## src/rtl/collision_scanner_pkg.sv

```systemverilog
// ---------------------------------------------------------------------------
// collision_scanner_pkg
// Shared definitions for the collision scanner: entity word layout, default
// slot counts and overlap radii, coordinate/distance widths and the scan FSM
// state encoding.
// ---------------------------------------------------------------------------
package collision_scanner_pkg;

    // Entity word layout
    localparam int ENTITY_SIZE   = 34;
    localparam int DIR_LSB       = 0;
    localparam int DIR_MSB       = 5;
    localparam int X_LSB         = 6;
    localparam int X_MSB         = 15;
    localparam int Y_LSB         = 16;
    localparam int Y_MSB         = 25;
    localparam int RSV_LSB       = 26;
    localparam int RSV_MSB       = 32;
    localparam int ACTIVE_BIT    = 33;

    localparam int COORD_W       = X_MSB - X_LSB + 1;   // 10-bit screen coordinate
    localparam int DIST_W        = COORD_W + 1;         // 11-bit absolute difference

    // Slot counts and overlap half-widths
    localparam int MAX_SHOTS     = 3;
    localparam int MAX_ASTEROIDS = 4;
    localparam int HIT_RADIUS    = 8;
    localparam int SHIP_RADIUS   = 12;

    typedef enum logic [2:0] {
        ST_IDLE      = 3'd0,
        ST_SNAP      = 3'd1,
        ST_SCAN_SA   = 3'd2,
        ST_SCAN_SHIP = 3'd3,
        ST_FINISH    = 3'd4
    } scan_state_e;

endpackage

```

## src/rtl/collision_scanner_box_overlap.sv

```systemverilog
// ---------------------------------------------------------------------------
// box_overlap
// Purely combinational square-box overlap test between two points.
//   a_x, a_y  : first entity coordinates
//   b_x, b_y  : second entity coordinates
//   radius    : half-width of the box, in pixels
//   hit       : 1 when |a_x-b_x| < radius and |a_y-b_y| < radius
// Distances are plain absolute differences; the screen does not wrap.
// ---------------------------------------------------------------------------
module box_overlap
    import collision_scanner_pkg::*;
(
    input  logic [COORD_W-1:0] a_x,
    input  logic [COORD_W-1:0] a_y,
    input  logic [COORD_W-1:0] b_x,
    input  logic [COORD_W-1:0] b_y,
    input  logic [DIST_W-1:0]  radius,
    output logic               hit
);

    logic [DIST_W-1:0] dx;
    logic [DIST_W-1:0] dy;

    always_comb begin
        dx  = (a_x >= b_x) ? (DIST_W'(a_x) - DIST_W'(b_x)) : (DIST_W'(b_x) - DIST_W'(a_x));
        dy  = (a_y >= b_y) ? (DIST_W'(a_y) - DIST_W'(b_y)) : (DIST_W'(b_y) - DIST_W'(a_y));
        hit = (dx < radius) && (dy < radius);
    end

endmodule

```

## src/rtl/collision_scanner.sv

```systemverilog
// ---------------------------------------------------------------------------
// collision_scanner
// On a start pulse, snapshots the ship, shot and asteroid entity words, then
// walks every (shot, asteroid) pair followed by every (ship, asteroid) pair,
// one pair per cycle, issuing registered delete / hit pulses for overlaps.
//
// Ports
//   move_clk          scan clock
//   reset_n           synchronous active-low reset
//   start             one-cycle scan request (ignored while busy)
//   ship              ship entity word
//   shots             packed shot entity words, slot 0 in the LSBs
//   asteroids         packed asteroid entity words, slot 0 in the LSBs
//   delete_shot       pulse: delete shot slot shot_address
//   shot_address      shot slot index, holds between pulses
//   delete_asteroid   pulse: delete asteroid slot asteroid_address
//   asteroid_address  asteroid slot index, holds between pulses
//   ship_hit          pulse: ship overlapped an active asteroid
//   busy              scan in progress (through the done cycle)
//   done              pulse at scan completion
//
// States
//   state        | meaning
//   -------------+-----------------------------------------------
//   ST_IDLE      | waiting for start
//   ST_SNAP      | capture entity inputs into snapshot registers
//   ST_SCAN_SA   | test shot i against asteroid j, j innermost
//   ST_SCAN_SHIP | test ship against asteroid j
//   ST_FINISH    | done pulse visible, return to idle
// ---------------------------------------------------------------------------
module collision_scanner #(
    parameter  int ENTITY_SIZE   = collision_scanner_pkg::ENTITY_SIZE,
    parameter  int MAX_SHOTS     = collision_scanner_pkg::MAX_SHOTS,
    parameter  int MAX_ASTEROIDS = collision_scanner_pkg::MAX_ASTEROIDS,
    parameter  int HIT_RADIUS    = collision_scanner_pkg::HIT_RADIUS,
    parameter  int SHIP_RADIUS   = collision_scanner_pkg::SHIP_RADIUS,
    localparam int SHOT_AW       = (MAX_SHOTS > 1) ? $clog2(MAX_SHOTS) : 1,
    localparam int AST_AW        = (MAX_ASTEROIDS > 1) ? $clog2(MAX_ASTEROIDS) : 1
) (
    input  logic                                 move_clk,
    input  logic                                 reset_n,
    input  logic                                 start,
    input  logic [ENTITY_SIZE-1:0]               ship,
    input  logic [MAX_SHOTS*ENTITY_SIZE-1:0]     shots,
    input  logic [MAX_ASTEROIDS*ENTITY_SIZE-1:0] asteroids,
    output logic                                 delete_shot,
    output logic [SHOT_AW-1:0]                   shot_address,
    output logic                                 delete_asteroid,
    output logic [AST_AW-1:0]                    asteroid_address,
    output logic                                 ship_hit,
    output logic                                 busy,
    output logic                                 done
);

    import collision_scanner_pkg::*;

    localparam logic [SHOT_AW-1:0] SHOT_LAST = SHOT_AW'(MAX_SHOTS - 1);
    localparam logic [AST_AW-1:0]  AST_LAST  = AST_AW'(MAX_ASTEROIDS - 1);

    // FSM and loop indices
    scan_state_e state_q, state_d;
    logic [SHOT_AW-1:0] i_q, i_d;
    logic [AST_AW-1:0]  j_q, j_d;

    // Snapshot registers: only active bit and coordinates are kept
    logic                                   ship_act_q, ship_act_d;
    logic [COORD_W-1:0]                     ship_x_q, ship_x_d;
    logic [COORD_W-1:0]                     ship_y_q, ship_y_d;
    logic [MAX_SHOTS-1:0]                   shot_act_q, shot_act_d;
    logic [MAX_SHOTS-1:0][COORD_W-1:0]      shot_x_q, shot_x_d;
    logic [MAX_SHOTS-1:0][COORD_W-1:0]      shot_y_q, shot_y_d;
    logic [MAX_ASTEROIDS-1:0]               ast_act_q, ast_act_d;
    logic [MAX_ASTEROIDS-1:0][COORD_W-1:0]  ast_x_q, ast_x_d;
    logic [MAX_ASTEROIDS-1:0][COORD_W-1:0]  ast_y_q, ast_y_d;

    // Registered outputs
    logic               delete_shot_q, delete_shot_d;
    logic [SHOT_AW-1:0] shot_address_q, shot_address_d;
    logic               delete_asteroid_q, delete_asteroid_d;
    logic [AST_AW-1:0]  asteroid_address_q, asteroid_address_d;
    logic               ship_hit_q, ship_hit_d;
    logic               busy_q, busy_d;
    logic               done_q, done_d;

    // Shared overlap checker operands
    logic [COORD_W-1:0] ovl_ax, ovl_ay, ovl_bx, ovl_by;
    logic [DIST_W-1:0]  ovl_radius;
    logic               ovl_hit;
    logic               a_act, b_act, pair_hit;

    // Direction and reserved fields play no part in collisions.
    logic unused_fields;
    assign unused_fields = ^{ship, shots, asteroids};

    // The left operand is the shot during SCAN_SA and the ship during
    // SCAN_SHIP; the right operand is always asteroid j.
    always_comb begin
        ovl_ax     = shot_x_q[i_q];
        ovl_ay     = shot_y_q[i_q];
        a_act      = shot_act_q[i_q];
        ovl_radius = DIST_W'(HIT_RADIUS);
        if (state_q == ST_SCAN_SHIP) begin
            ovl_ax     = ship_x_q;
            ovl_ay     = ship_y_q;
            a_act      = ship_act_q;
            ovl_radius = DIST_W'(SHIP_RADIUS);
        end
        ovl_bx   = ast_x_q[j_q];
        ovl_by   = ast_y_q[j_q];
        b_act    = ast_act_q[j_q];
        pair_hit = ovl_hit & a_act & b_act;
    end

    box_overlap u_box_overlap (
        .a_x    (ovl_ax),
        .a_y    (ovl_ay),
        .b_x    (ovl_bx),
        .b_y    (ovl_by),
        .radius (ovl_radius),
        .hit    (ovl_hit)
    );

    always_comb begin
        state_d            = state_q;
        i_d                = i_q;
        j_d                = j_q;
        ship_act_d         = ship_act_q;
        ship_x_d           = ship_x_q;
        ship_y_d           = ship_y_q;
        shot_act_d         = shot_act_q;
        shot_x_d           = shot_x_q;
        shot_y_d           = shot_y_q;
        ast_act_d          = ast_act_q;
        ast_x_d            = ast_x_q;
        ast_y_d            = ast_y_q;
        delete_shot_d      = 1'b0;
        delete_asteroid_d  = 1'b0;
        ship_hit_d         = 1'b0;
        done_d             = 1'b0;
        shot_address_d     = shot_address_q;
        asteroid_address_d = asteroid_address_q;
        busy_d             = busy_q;

        case (state_q)
            ST_IDLE: begin
                if (start) begin
                    state_d = ST_SNAP;
                    busy_d  = 1'b1;
                end
            end

            ST_SNAP: begin
                ship_act_d = ship[ACTIVE_BIT];
                ship_x_d   = ship[X_MSB:X_LSB];
                ship_y_d   = ship[Y_MSB:Y_LSB];
                for (int s = 0; s < MAX_SHOTS; s++) begin
                    shot_act_d[s] = shots[s*ENTITY_SIZE + ACTIVE_BIT];
                    shot_x_d[s]   = shots[s*ENTITY_SIZE + X_LSB +: COORD_W];
                    shot_y_d[s]   = shots[s*ENTITY_SIZE + Y_LSB +: COORD_W];
                end
                for (int a = 0; a < MAX_ASTEROIDS; a++) begin
                    ast_act_d[a] = asteroids[a*ENTITY_SIZE + ACTIVE_BIT];
                    ast_x_d[a]   = asteroids[a*ENTITY_SIZE + X_LSB +: COORD_W];
                    ast_y_d[a]   = asteroids[a*ENTITY_SIZE + Y_LSB +: COORD_W];
                end
                i_d     = '0;
                j_d     = '0;
                state_d = ST_SCAN_SA;
            end

            ST_SCAN_SA: begin
                // Clearing both snapshot bits stops this shot from taking out
                // a higher-index asteroid and this asteroid from being
                // deleted again by a later shot.
                if (pair_hit) begin
                    delete_shot_d      = 1'b1;
                    delete_asteroid_d  = 1'b1;
                    shot_address_d     = i_q;
                    asteroid_address_d = j_q;
                    shot_act_d[i_q]    = 1'b0;
                    ast_act_d[j_q]     = 1'b0;
                end
                if (j_q == AST_LAST) begin
                    j_d = '0;
                    if (i_q == SHOT_LAST) begin
                        i_d     = '0;
                        state_d = ST_SCAN_SHIP;
                    end else begin
                        i_d = i_q + 1'b1;
                    end
                end else begin
                    j_d = j_q + 1'b1;
                end
            end

            ST_SCAN_SHIP: begin
                if (pair_hit) begin
                    ship_hit_d         = 1'b1;
                    delete_asteroid_d  = 1'b1;
                    asteroid_address_d = j_q;
                    ast_act_d[j_q]     = 1'b0;
                end
                if (j_q == AST_LAST) begin
                    j_d     = '0;
                    done_d  = 1'b1;
                    state_d = ST_FINISH;
                end else begin
                    j_d = j_q + 1'b1;
                end
            end

            ST_FINISH: begin
                busy_d  = 1'b0;
                state_d = ST_IDLE;
            end

            default: begin
                busy_d  = 1'b0;
                state_d = ST_IDLE;
            end
        endcase
    end

    always_ff @(posedge move_clk) begin
        if (!reset_n) begin
            state_q            <= ST_IDLE;
            i_q                <= '0;
            j_q                <= '0;
            ship_act_q         <= 1'b0;
            ship_x_q           <= '0;
            ship_y_q           <= '0;
            shot_act_q         <= '0;
            shot_x_q           <= '0;
            shot_y_q           <= '0;
            ast_act_q          <= '0;
            ast_x_q            <= '0;
            ast_y_q            <= '0;
            delete_shot_q      <= 1'b0;
            shot_address_q     <= '0;
            delete_asteroid_q  <= 1'b0;
            asteroid_address_q <= '0;
            ship_hit_q         <= 1'b0;
            busy_q             <= 1'b0;
            done_q             <= 1'b0;
        end else begin
            state_q            <= state_d;
            i_q                <= i_d;
            j_q                <= j_d;
            ship_act_q         <= ship_act_d;
            ship_x_q           <= ship_x_d;
            ship_y_q           <= ship_y_d;
            shot_act_q         <= shot_act_d;
            shot_x_q           <= shot_x_d;
            shot_y_q           <= shot_y_d;
            ast_act_q          <= ast_act_d;
            ast_x_q            <= ast_x_d;
            ast_y_q            <= ast_y_d;
            delete_shot_q      <= delete_shot_d;
            shot_address_q     <= shot_address_d;
            delete_asteroid_q  <= delete_asteroid_d;
            asteroid_address_q <= asteroid_address_d;
            ship_hit_q         <= ship_hit_d;
            busy_q             <= busy_d;
            done_q             <= done_d;
        end
    end

    assign delete_shot      = delete_shot_q;
    assign shot_address     = shot_address_q;
    assign delete_asteroid  = delete_asteroid_q;
    assign asteroid_address = asteroid_address_q;
    assign ship_hit         = ship_hit_q;
    assign busy             = busy_q;
    assign done             = done_q;

endmodule
```

## config.mk

```make
export PLATFORM = sky130hd
export DESIGN_NAME = collision_scanner
export DESIGN_NICKNAME = d
export VERILOG_FILES = /design/src/rtl/collision_scanner_pkg.sv /design/src/rtl/collision_scanner_box_overlap.sv /design/src/rtl/collision_scanner.sv
export SDC_FILE = /design/constraint.sdc
export NUM_CORES = 1
export LEC_CHECK = 0
export CAP_MARGIN = 15
export CORE_MARGIN = 2
export CORE_UTILIZATION = 52
export DETAILED_ROUTE_END_ITERATION = 10
export PLACE_DENSITY = 0.93
export SLEW_MARGIN = 5
export SYNTH_ARGS = -nofsm -noshare
export SYNTH_HDL_FRONTEND = slang
export SYNTH_SLANG_ARGS = --single-unit
export TNS_END_PERCENT = 5
```

## constraint.sdc

```tcl
create_clock -name move_clk -period 8.1 [get_ports move_clk]
set_input_delay 1.62 -clock move_clk [delete_from_list [all_inputs] [get_ports move_clk]]
set_output_delay 1.62 -clock move_clk [all_outputs]
set_load 0.05 [all_outputs]
```

== Yosys cells after proc, flatten, opt, wreduce, memory -nomap -nowiden ==
Index checks and enable logic that the tools add are counted.
Storage, ports and cells
  register bits after elaboration: 184
  output and inout bits: 9
  input bits: 275
Cells by class
  add/sub/neg operators: 6
  mux-type cells: 40
  bitwise operators: 7
  equal/unequal tests: 11
  reduce and logical (&&, ||, !) cells: 18
  $lt $le $gt $ge: 8
Operators with widths (number)
  $bmux W10 S2: 4
  $mux W10: 6
  $sub A10 B10 Y11: 4
  $lt A11 B4 Y1: 2
  $mux W11: 2
  $ge A10 B10 Y1: 2
  $mux W3: 6
  $reduce_and A2 Y1: 9
  $pmux W3 S4: 1
  $mux W1: 8
  $ne A2 B2 Y1 const B: 4
  $pmux W2 S2: 2
  $pmux W4 S2: 1
  $eq A3 B2 Y1 const B: 2
  $lt A2 B3 Y1 const B: 2
  $mux W2: 3
  $pmux W3 S2: 1
  $add A2 B1 Y2 const B: 2
  $and A4 B4 Y4: 1
  $bmux W1 S2: 2
  $demux W1 S2: 2
  $eq A2 B2 Y1 const B: 2
  $ge A2 B1 Y1 const B: 2
  $mux W4: 1
  14 further kinds: 19

== Logic depth before layout (Yosys ltp) ==
  depth after elaboration: 11
  depth in mapped cells: 18
  depth with buffers taken out: 15

== Modules after synthesis ==
A second synthesis with hierarchy kept.
Second synthesis, totals
  cells, all modules: 1269
  area total of the unflattened synthesis: 10065.9 um2
Modules (own cells, without submodules)
  collision_scanner: instances 1, area an instance 7699.9 um2, cells an instance 958
  box_overlap: instances 1, area an instance 2366.0 um2, cells an instance 311

== Least setup slack after synthesis ==
No wires, ideal clock.
  path kind: flip-flop to flip-flop
  from: register j_q[0]
  to: register asteroid_address_q[0], in the netlist asteroid_address[0]
  cell stages (with the launch flop): 13
  arrival time: 4114 ps
  slack: 3914 ps
  buffers on the path: 3
  cell sequence: dfxtp_1 -> clkbuf_1 -> buf_1 -> mux4_2 -> ha_1 -> buf_4 -> and3_4 -> a31o_1 -> or4_1 -> nor4_4 -> nor2_2 -> nor4b_4 -> mux2i_1
On the way
  longest elaborated chain between the ends: 9
  elaborated cells on any way between the ends: 20
Ends and longest elaborated chain
  start: declaration: line collision_scanner.sv:63  | logic [AST_AW-1:0] j_q, j_d;
  start signal: assignment: line collision_scanner.sv:248  | j_q <= j_d;
  $bmux W10 S2, on equally long branches: line collision_scanner.sv:108, collision_scanner.sv:109
  $mux W10, on equally long branches: line collision_scanner.sv:108, collision_scanner.sv:109
  $sub A10 B10 Y11 (tied with other cells): line collision_scanner_box_overlap.sv:25  | dx = (a_x >= b_x) ? (DIST_W'(a_x) - DIST_W'(b_x)) : (DIST_W'(b_x) - DIST_W'(a_x));
  $mux W11, on equally long branches: line collision_scanner_box_overlap.sv:25, collision_scanner_box_overlap.sv:26
  $lt A11 B4 Y1: line collision_scanner_box_overlap.sv:27  | hit = (dx < radius) && (dy < radius);
  $logic_and A1 B1 Y1: line collision_scanner_box_overlap.sv:27
  $and A1 B1 Y1 (2 in a row): line collision_scanner.sv:111  | pair_hit = ovl_hit & a_act & b_act;
  $reduce_and A2 Y1 (no line)
  end signal: assignment: line collision_scanner.sv:261  | asteroid_address_q <= asteroid_address_d;
  end: declaration: line collision_scanner.sv:80  | logic [AST_AW-1:0] asteroid_address_q, asteroid_address_d;
Parallel ways exist; a longest one is shown, timed or not. The select of a mux whose other input is x is not followed.
A chain may end at the register's enable or synchronous reset.

== Worst setup path after layout ==
  from: register state_q[1]
  to: register ast_act_q[0]
On the way
  longest elaborated chain between the ends: 10
  elaborated cells on any way between the ends: 25
Ends and longest elaborated chain
  start: declaration: line collision_scanner.sv:61  | scan_state_e state_q, state_d;
  start signal: assignment: line collision_scanner.sv:246  | state_q <= state_d;
  $eq A3 B2 Y1: line collision_scanner.sv:102, collision_scanner.sv:144
  $mux W10: line collision_scanner.sv:102  | if (state_q == ST_SCAN_SHIP) begin
  $sub A10 B10 Y11 (tied with other cells): line collision_scanner_box_overlap.sv:25
  $mux W11, on equally long branches: line collision_scanner_box_overlap.sv:25, collision_scanner_box_overlap.sv:26
  $lt A11 B4 Y1: line collision_scanner_box_overlap.sv:27
  $logic_and A1 B1 Y1: line collision_scanner_box_overlap.sv:27
  $and A1 B1 Y1 (2 in a row): line collision_scanner.sv:111
  $ne A2 B1 Y1 (no line)
  $reduce_and A2 Y1 (no line)
  end signal: assignment: line collision_scanner.sv:255  | ast_act_q <= ast_act_d;
  end: declaration: line collision_scanner.sv:72  | logic [MAX_ASTEROIDS-1:0] ast_act_q, ast_act_d;
Parallel ways exist; a longest one is shown, timed or not.

==> summary.txt <==
Synthesis
  • FFs w/ async S/R, synth: 0%
  • Synth cell types: 66
  • Sequential area share after synthesis: 36.84%
  • Gate count after technology mapping: 1,228
  • Synth Area per Inst: 8.142 um2
  • Post-synth net total: 1,547
  • Main flop type after synthesis: dfxtp_1
  • EDFF count, synth: 0
  • Synth warn: 0
  • Register bit total from synthesis: 184
  • Post-Synthesis Cell Area: 9998 um2

Pwr
  • Sequential power share: 38.8%
  • Psw: 0.7812 mW
  • Sw Share: 30.20%
  • Comb power frac: 26.7%
  • Static Leak: 4.549 nW
  • Clk pwr share: 34.5%
  • Total power: 2.587 mW
  • P_int: 1.805 mW
  • IR drop worst, VDD: 155.3 uV
  • P per Cell Area: 208.5 nW/um2

Global routing
  • First-pass GRT wire length: 40,590 um
  • GR Overflow Total: 0
  • GRT Total Usage: 24.89%
  • Initial antenna violation count: 0
  • Largest net degree at the start of global routing: 116
  • Vias in the first global route: 8,396

Worst hold path
  • HP Class: flip-flop to flip-flop

STA
  • Final min period: 5.195 ns
  • RSZ-0062 raised after global routing: no
  • Worst-margin pin slew: 0.9655 ns
  • Setup violators final: 0
  • Setup TNS: 0 ns
  • Final Cycle Share: 64.14%
  • Slew HR: 35.63%
  • Max Slew Vio Count: 0
  • Final Skew: 0.01008 ns
  • Fin. Hold Viols: 0
  • Max Freq: 192.5 MHz

Clock tree
  • CTS Hold Bufs: 0
  • H-tree lvl count: 4
  • Postcts setup bufs: 0
  • CTS Buf Count: 17
  • Clk sinks: 184
  • Clock-pin slew on the worst setup and hold paths: 0.07 ns
  • Clk_lat worst skew: 0.42 ns
  • CTS tree: built
  • Longest Clk Path Bufs: 2
  • # resized after CTS: 0
  • Root Driver: clkbuf_16

Outcome
  • Run status: finished, final reports clean

Route
  • DRC: 0
  • Via count: 8,920
  • Total wire length: 25,350 um
  • Post-DRT Antenna Nets: 0
  • Drt first pass iters: 5
  • Routed WL per cell: 15.97 um
  • Via-to-Cell Ratio: 5.621
  • Detailed Route Iter0 Violations: 649

Die
  • Initial Util: 53.27%
  • FP Rows: 50
  • Chip Height: 142.7 um
  • Die width: 142.7 um
  • Core Region: 18,770 um2
  • I/O pins: 284
  • Full die area: 20,350 um2

Worst setup path
  • CP endpoint kind: flip-flop
  • Critical path class: flip-flop to flip-flop
  • Required time of the critical path: 8.36 ns
  • Crit start category: flip-flop
  • Top cell by count, worst path: o21ai_0
  • Crit-path slowest cell: nor4b_4
  • CP max stage delay: 0.57 ns
  • CP arrival: 5.46 ns
  • Critical Path, Cell by Cell: and2b_1 -> nand2_1 -> buf_4 -> o21ai_0 -> inv_1 -> ha_1 -> o21ai_0 -> or2_1 -> a211oi_1 -> nor3_1 -> nor4_4 -> nor2_2 -> nor4b_4 -> o21ai_0
  • Top fanout value on the critical path: 24

Layout
  • Commonest non-fill, non-tap cell in the layout: nand2_1
  • ANT cells: 0
  • Register Area: 3686 um2
  • Share of cells above drive strength 1: 6.135%
  • Number of nets in the layout: 1,661
  • Area of the multi-input gates: 5751 um2
  • Fillers: 1,460
  • Layout area overhead: 24.05%
  • Commonest non-fill, non-tap cells in the layout: nand2_1, dfxtp_1, clkdlybuf4s50_1

Job
  • Max Cap Violations: 0

Place
  • Post-DP HPWL: 17,800 um
  • IO Port Bufs: 179
  • Routability Congestion: 0.8968
-- cell families (layout without fill, tap and decap cells) --
kind of cell    count (synthesis)  after routing  synth area share, %
fa+ha+maj                      44             44                5.506
xor+xnor                       11             11               0.9636
flops                         184            184                36.84
mux                            49             49                7.533
simple gates                  475            475                20.40
compound gates                321            321                23.01
buf+inv                       144            269                5.744
-- final timing paths --
check                      startpoint                        end  slack, ns  cells after the start
max reg2reg   state_q[1]$_SDFFE_PN0P_  ast_act_q[0]$_SDFFE_PN0P_       2.90                     14
min          ast_x_q[21]$_SDFFE_PN0P_   ast_x_q[21]$_SDFFE_PN0P_       0.46                      2
min reg2reg  ast_x_q[21]$_SDFFE_PN0P_   ast_x_q[21]$_SDFFE_PN0P_       0.46                      2
max           state_q[1]$_SDFFE_PN0P_  ast_act_q[0]$_SDFFE_PN0P_       2.90                     14
-- metal layers --
layer / global-route usage, % / vias to the layer above / share of wire, %
met5: 0 / - / 0
met4: 10.73 / 0 / 3.3
met3: 5.164 / 54 / 5.7
met2: 41.88 / 263 / 49
met1: 30.99 / 4199 / 42
li1: - / 4404 / -
-- synth_stat cells (7+ instances only) --
cell type	n	area share (%)
a211oi_1	7	0.53
a21boi_0	163	12
a21oi_1	32	1.6
and3_1	7	0.44
clkbuf_1	75	2.8
dfxtp_1	184	37
ha_1	44	5.5
inv_1	52	2.0
mux2i_1	28	2.8
mux4_2	21	4.7
nand2_1	368	14
nand2b_1	9	0.56
nand3_1	16	0.80
nor2_1	25	0.94
nor3_1	14	0.70
o21a_1	7	0.53
o21ai_0	41	2.1
o221ai_1	21	1.8
-- area by class of cell --
| cell class | count | area share, % |
|---|---|---|
| Timing Repair Buffer | 187 | 14.91 |
| Multi-Input combinational cell | 900 | 46.36 |
| Clock inverter | 12 | 1.533 |
| Clock buffer | 18 | 3.541 |
| Sequential cell | 184 | 29.72 |
| Tap cell | 234 | 2.361 |
| Inverter | 52 | 1.574 |
-- critical path: cells and delay by family (launching register included) --
family | cells | cell delay, ns
AND/OR/NAND/NOR | 7 | 2.37
AO/OA/AOI/OAI | 4 | 1.25
buffers and inverters | 2 | 0.51
flip-flops | 1 | 0.50
adder cells (fa/ha/maj) | 1 | 0.40
-- power groups by stage --
stage                     Combinational (mW)  Sequential, mW  Clock [mW]
after floorplan                        0.505            1.01           0
after global placement                 0.670            1.02           0
after detailed placement               0.682            1.02           0
after CTS                              0.686            1.00       0.903
after global routing                   0.763            1.01       0.941
final                                  0.691            1.00       0.893
-- state kept, by name, indices dropped and copies added (netlist names), 2 cells and up --
name	cells
ship_x_q	10
ast_y_q	40
state_q	3
asteroid_address	2
i_q	2
j_q	2
shot_y_q	30
shot_x_q	30
shot_act_q	3
ast_act_q	4
ast_x_q	40
ship_y_q	10
shot_address	2
-- per-stage QoR --
step	instances	cell area [um2]	hold slack, ns	utilization [%]	setup WS [ns]
4_1_cts	1587	12400	0.4648	66.09	2.966
6_report	1587	12400	0.4603	66.09	2.905
3_5_place_dp	1557	11770	0.4503	62.73	3.080
2_1_floorplan	1228	9998	0.4402	-	3.914
5_1_grt	1587	12400	0.4832	66.09	2.663
3_3_place_gp	1557	11770	0.4451	62.73	3.084
No activity file was read; power rests on OpenSTA's default activity.
==> RTL change 1 (same flow settings) <==
The 5 states of `scan_state_e` get a one-hot encoding in 5 bits.
--- a/src/rtl/collision_scanner_pkg.sv
+++ b/src/rtl/collision_scanner_pkg.sv
@@ -28,10 +28,10 @@
     localparam int SHIP_RADIUS   = 12;
 
-    typedef enum logic [2:0] {
-        ST_IDLE      = 3'd0,
-        ST_SNAP      = 3'd1,
-        ST_SCAN_SA   = 3'd2,
-        ST_SCAN_SHIP = 3'd3,
-        ST_FINISH    = 3'd4
+    typedef enum logic [4:0] {
+        ST_IDLE      = 5'b00001,
+        ST_SNAP      = 5'b00010,
+        ST_SCAN_SA   = 5'b00100,
+        ST_SCAN_SHIP = 5'b01000,
+        ST_FINISH    = 5'b10000
     } scan_state_e;
 
Function: no difference found for any inputs over 4 cycles, from zero or initial values and one cycle with reset_n low; so few cycles prove little.
==> RTL change 1 against the original RTL <==
Final area is 2.4% lower; count of clock-buffer cells in the layout is 2 higher; sequential cell count is 2 higher; worst hold slack worse by 5.9 ps; wire length is 7.6% higher; area after synthesis is 2.7% lower; setup slack worse by 120 ps; critical endpoint is now ast_act_q[3].
Power is not compared: it rests on default switching activity, and its combinational part moved more than twofold at a synthesized area within 25%.
==> RTL change 1: results (changes against the original RTL) <==
Net count, final=1666 (was 1661); Avg Vias per Cell=5.85 (was 5.62); Final HPWL DP=19400 µm (was 17800 µm); H-tree depth=4 (unchanged); Clock Pin Slew Worst Setup and Hold Paths=70 ps (about the same); Place WS=2950 ps (was 3080 ps); Main synth FF type=dfxtp_1 (unchanged); max-slew violation count=0 (unchanged); Cell variety after synth=73 (was 66); Clock Path Buffers=2 (unchanged); syn nets=1549 (was 1547); Yosys warnings=0 (unchanged); Synth Instances=1230 (was 1228); Slew @ Worst Pin=999 ps (was 966 ps); GP Congestion=0.980 (was 0.897); crit path max fanout=15 (was 24); post-CTS setup buffers=0 (unchanged); Leak Pwr=4.23 nW; global-route wire length before repair=43400 µm (was 40600 µm); register area share after synthesis=38.3% (was 36.8%); Placement Cell Area=11500 µm² (was 11800 µm²); 1st-iter DRT viols=694 (was 649); Critical Path AT=5640 ps (was 5460 ps); cts bufs inserted=17 (unchanged); final WL=27300 µm (was 25400 µm); share of layout cells above drive strength 1=7.28% (was 6.13%); worst-skew pair later-pin latency=440 ps (was 420 ps); Cells after DPL=1562 (was 1557); Async S/R FF share, synth=0% (unchanged); met2 Track Usage GR=44.3% (was 41.9%); Synth top cells by count=nand2_1 (352), a21oi_1 (197), dfxtp_1 (186) (was nand2_1 (368), dfxtp_1 (184), a21boi_0 (163)); IO buf count=179 (unchanged); GRT Util Overall=27.2% (was 24.9%); largest net degree at the start of global routing=103 (was 116); HP Class=flop to flop (unchanged); # resized after CTS=0 (unchanged); DR WL/cell=17.1 µm (was 16.0 µm); vias in the first global route=8798 (was 8396); worst ir drop on vdd=0.138 mV; number of filler cells placed in the layout=1475 (was 1460); grt met3 use=5.64% (was 5.16%); met1 usage=35.2% (was 31.0%); top post-synthesis cells by area=dfxtp_1 (38%), nand2_1 (14%), a21oi_1 (10%), ha_1 (5.7%), mux4_2 (4.9%) (was dfxtp_1 (37%), nand2_1 (14%), a21boi_0 (12%), ha_1 (5.5%), mux4_2 (4.7%)); diode count=0 (unchanged); initial antenna violation count=1 (was 0); CTS root buffer=clkbuf_16 (unchanged); 1st-pass router iterations=6 (was 5); Clock Skews=25.0 ps (was 10.1 ps); outcome=complete, no violations (unchanged)
==> RTL change 1: cell count changes after synthesis, moves of 6 or more <==
cell,change
a221o_1,+18
a22o_1,-6
a21oi_1,+165
nand2_1,-16
mux2i_1,-17
o211ai_1,+6
a21boi_0,-161
clkbuf_1,-9
o21ai_0,-13
a211oi_1,+8
o21a_1,+17
mux2_2,+18
o221ai_1,-18
==> RTL change 1: final timing paths <==
kind / startpoint / end / cells after the start / slack [ps]
worst min-delay path: ast_x_q[24] / ast_x_q[24] / 2 / 450
worst max-delay path: state_q[1] / ast_act_q[3] / 15 / 2780
worst min register to register: ast_x_q[24] / ast_x_q[24] / 2 / 450
worst max register to register: state_q[1] / ast_act_q[3] / 15 / 2780
==> RTL change 1: metal layers <==
| metal | wire length [µm] | vias up | part of all wire (%) |
|---|---|---|---|
| met5 | 13 | - | 0.048 |
| met4 | 950 | 2 | 3.5 |
| met3 | 2120 | 72 | 7.8 |
| met2 | 12800 | 418 | 47 |
| met1 | 11400 | 4357 | 42 |
| li1 | - | 4477 | - |
==> RTL change 1: cell type report <==
type | instances | area [µm²] | share of cell area (%)
Timing Repair Buffer | 188 | 1860 | 15.4
Multi-Input combinational cell | 896 | 5390 | 44.6
Clock inverter | 12 | 158 | 1.30
Tap cell | 234 | 293 | 2.42
Clock buffer | 20 | 457 | 3.77
Sequential cell | 186 | 3720 | 30.8
Inverter | 58 | 220 | 1.82
==> RTL change 1: cell families after synthesis <==
family                     count (synthesis)  share of synthesized area [%]
adders and majority gates                 44                           5.66
buffers and inverters                    148                           6.44
muxes                                     50                           8.08
xor gates and xnor gates                   3                          0.270
AOI/OAI and AO/OA                        337                           21.1
and+or+nand+nor                          462                           20.2
DFF                                      186                           38.3
==> RTL change 1: power breakdown <==
group          leakage [nW]  total, mW  switching [mW]  internal [mW]
Sequential             1.50      0.950          0.0135          0.937
Combinational          2.43      0.314           0.156          0.158
Clock                 0.294      0.866           0.383          0.482
Total                  4.23       2.13           0.553           1.58
==> RTL change 1: critical path, stage by stage (launching register included) <==
cell	delay, ps
dfxtp_1	360
or3_4	400
nor2_2	510
buf_4	310
a221o_1	140
o21a_1	230
ha_1	380
a211oi_1	370
o21ai_0	170
o211ai_1	410
a221oi_1	160
or3_2	430
a211oi_1	310
or4_1	580
nor2_1	190
a211oi_1	270
==> RTL change 2 (same settings) <==
Without the edit above. Take the reset off `asteroid_address_q` and load it in a clocked block of its own.
--- a/src/rtl/collision_scanner.sv
+++ b/src/rtl/collision_scanner.sv
@@ -239,5 +239,4 @@
             shot_address_q     <= '0;
             delete_asteroid_q  <= 1'b0;
-            asteroid_address_q <= '0;
             ship_hit_q         <= 1'b0;
             busy_q             <= 1'b0;
@@ -259,9 +258,12 @@
             shot_address_q     <= shot_address_d;
             delete_asteroid_q  <= delete_asteroid_d;
-            asteroid_address_q <= asteroid_address_d;
             ship_hit_q         <= ship_hit_d;
             busy_q             <= busy_d;
             done_q             <= done_d;
         end
+    end
+
+    always_ff @(posedge move_clk) begin
+        asteroid_address_q <= asteroid_address_d;
     end
 
Formal check against the unedited RTL: differs if reset_n is asserted again (counterexample within 10 cycles, from zero or initial values and one cycle with reset_n low); with reset_n held inactive, the same outputs for 10 cycles.
==> RTL change 2 against the original RTL <==
Setup slack got worse by 140 ps; fmax fell by 2.6%; clock skew rose by 1.0 ps; critical path depth fell by 2; global-route usage fell by 0.29 points; power fell by 2.7%; final area rose by 0.11%; area after synthesis rose by 0.36%; largest cell class unchanged; sequential cell count did not move; wire length fell by 0.20%; sequential share of layout area rose by 0.13 points; via count fell by 0.92%.
==> RTL change 2: results (changes against the original RTL) <==
RR Startpoint=state_q[0] (was state_q[1]); Post-synth EDFFs=2 (was 0); met1 WL=10600 µm (about the same); top post-synthesis cells by area=dfxtp_1 (36%), nand2_1 (14%), a21boi_0 (12%), ha_1 (5.5%), mux4_2 (4.7%) (was dfxtp_1 (37%), nand2_1 (14%), a21boi_0 (12%), ha_1 (5.5%), mux4_2 (4.7%)); Hold Path Sink=shot_address[1] (was ast_x_q[21]); worst ir drop on vdd=0.149 mV (was 0.155 mV); Crit-path slowest cell=o41ai_1 (was nor4b_4); crit path max fanout=25 (was 24); WL met3=1110 µm (was 1450 µm); Worst path max stage delay=950 ps (was 570 ps); sw power=0.769 mW (was 0.781 mW); syn nets=1546 (was 1547); reg-to-reg slack, setup=2770 ps (was 2900 ps); met2 WL post-DR=13200 µm (was 12500 µm); Main synth FF type=dfxtp_1 (unchanged); Leak Pwr=4.52 nW (was 4.55 nW); number of filler cells placed in the layout=1562 (was 1460); 1st-iter DRT viols=649 (unchanged); Worst slew margin=31.0% (was 35.6%); via count=8838 (was 8920); vias in the first global route=8450 (was 8396); max layer used=met5 (was met4); Cell variety after synth=73 (was 66); GRT Util Overall=24.6% (was 24.9%); Clock Skews=11.1 ps (was 10.1 ps); cts bufs inserted=17 (unchanged); GP Congestion=0.880 (was 0.897); Net count, final=1660 (was 1661); Place WS=2990 ps (was 3080 ps); Critical Path AT=5390 ps (was 5460 ps); RR Endpoint=asteroid_address[1] (was ast_act_q[0]); Synth top cells by count=nand2_1 (372), dfxtp_1 (182), a21boi_0 (165) (was nand2_1 (368), dfxtp_1 (184), a21boi_0 (163)); area of the multi-input gates=5780 µm² (was 5750 µm²); global-route wire length before repair=40100 µm (was 40600 µm); FF-to-FF path depth=12 (was 14); register area share after synthesis=36.9% (was 36.8%); 1st-pass router iterations=6 (was 5); share of layout cells above drive strength 1=6.07% (was 6.13%); worst hold start=shot_address[1] (was ast_x_q[21]); initial antenna violation count=1 (was 0); Final HPWL DP=17800 µm (about the same); final WL=25300 µm (was 25400 µm); H-tree depth=4 (unchanged); outcome=complete, no violations (unchanged); largest net degree at the start of global routing=126 (was 116); CP delay by family, top=compound AO/OA/AOI/OAI gates (was simple AND/OR/NAND/NOR gates)
[RTL change 2: cell type report]
type	count	share of cell area, %
inverter	49	1.48
tap	260	2.62
sequential	184	29.8
antenna	1	0.0202
timing repair buffer	187	14.9
multi-input combinational	902	46.5
clock buffer	19	3.66
clock inverter	10	0.957
[RTL change 2: power by group through the flow]
stage / registers, mW / logic [mW] / clock network (mW)
floorplan: 1.01 / 0.493 / 0
global placement: 1.02 / 0.659 / 0
detailed placement: 1.03 / 0.672 / 0
CTS: 1.01 / 0.678 / 0.832
global route: 1.02 / 0.755 / 0.868
finish: 1.01 / 0.685 / 0.824
[RTL change 2: worst max-delay path by stage]
stage / from / endpoint / slack [ps] / cells after the start
after global routing: state_q[0] / asteroid_address[1] / 2420 / 12
after detailed placement: state_q[0] / asteroid_address[1] / 2990 / 12
after floorplan: j_q[0] / asteroid_address[0] / 4020 / 12
after CTS: state_q[0] / asteroid_address[1] / 2940 / 12
after global placement: state_q[0] / asteroid_address[1] / 3040 / 12
final: state_q[0] / asteroid_address[1] / 2770 / 12
[RTL change 2: logic make-up (layout without fill, tap and decap cells)]
logic type,Yosys count,after routing,synth area share (%)
AND/OR/NAND/NOR,479,479,20.6
AO/OA/AOI/OAI,323,323,23.3
flip-flops,184,184,36.9
buffers and inverters,141,265,5.60
multiplexers,50,50,7.64
adder cells (fa/ha/maj),44,44,5.49
XOR/XNOR,6,6,0.524
other,0,1,0
[RTL change 2: layer usage]
metal,vias to the layer above,track usage (%)
li1,4407,-
met1,4147,29.2
met2,244,45.3
met3,38,4.73
met4,2,6.41
met5,-,0
[RTL change 2: through the flow]
stage | cell area (µm²) | power [mW] | cells | utilization [%] | hold WS, ps
after floorplan | 10000 | 1.50 | 1227 | - | 440
after global placement | 11800 | 1.68 | 1582 | 62.9 | 445
after detailed placement | 11800 | 1.70 | 1582 | 62.9 | 452
after CTS | 12400 | 2.52 | 1611 | 65.9 | 463
after global routing | 12400 | 2.64 | 1611 | 65.9 | 485
final | 12400 | 2.52 | 1612 | 65.9 | 460
[RTL change 2: worst min-delay path, stage by stage (launching register included)]
cell	delay, ps
dfxtp_1	310
nand2_1	50
mux2i_1	50
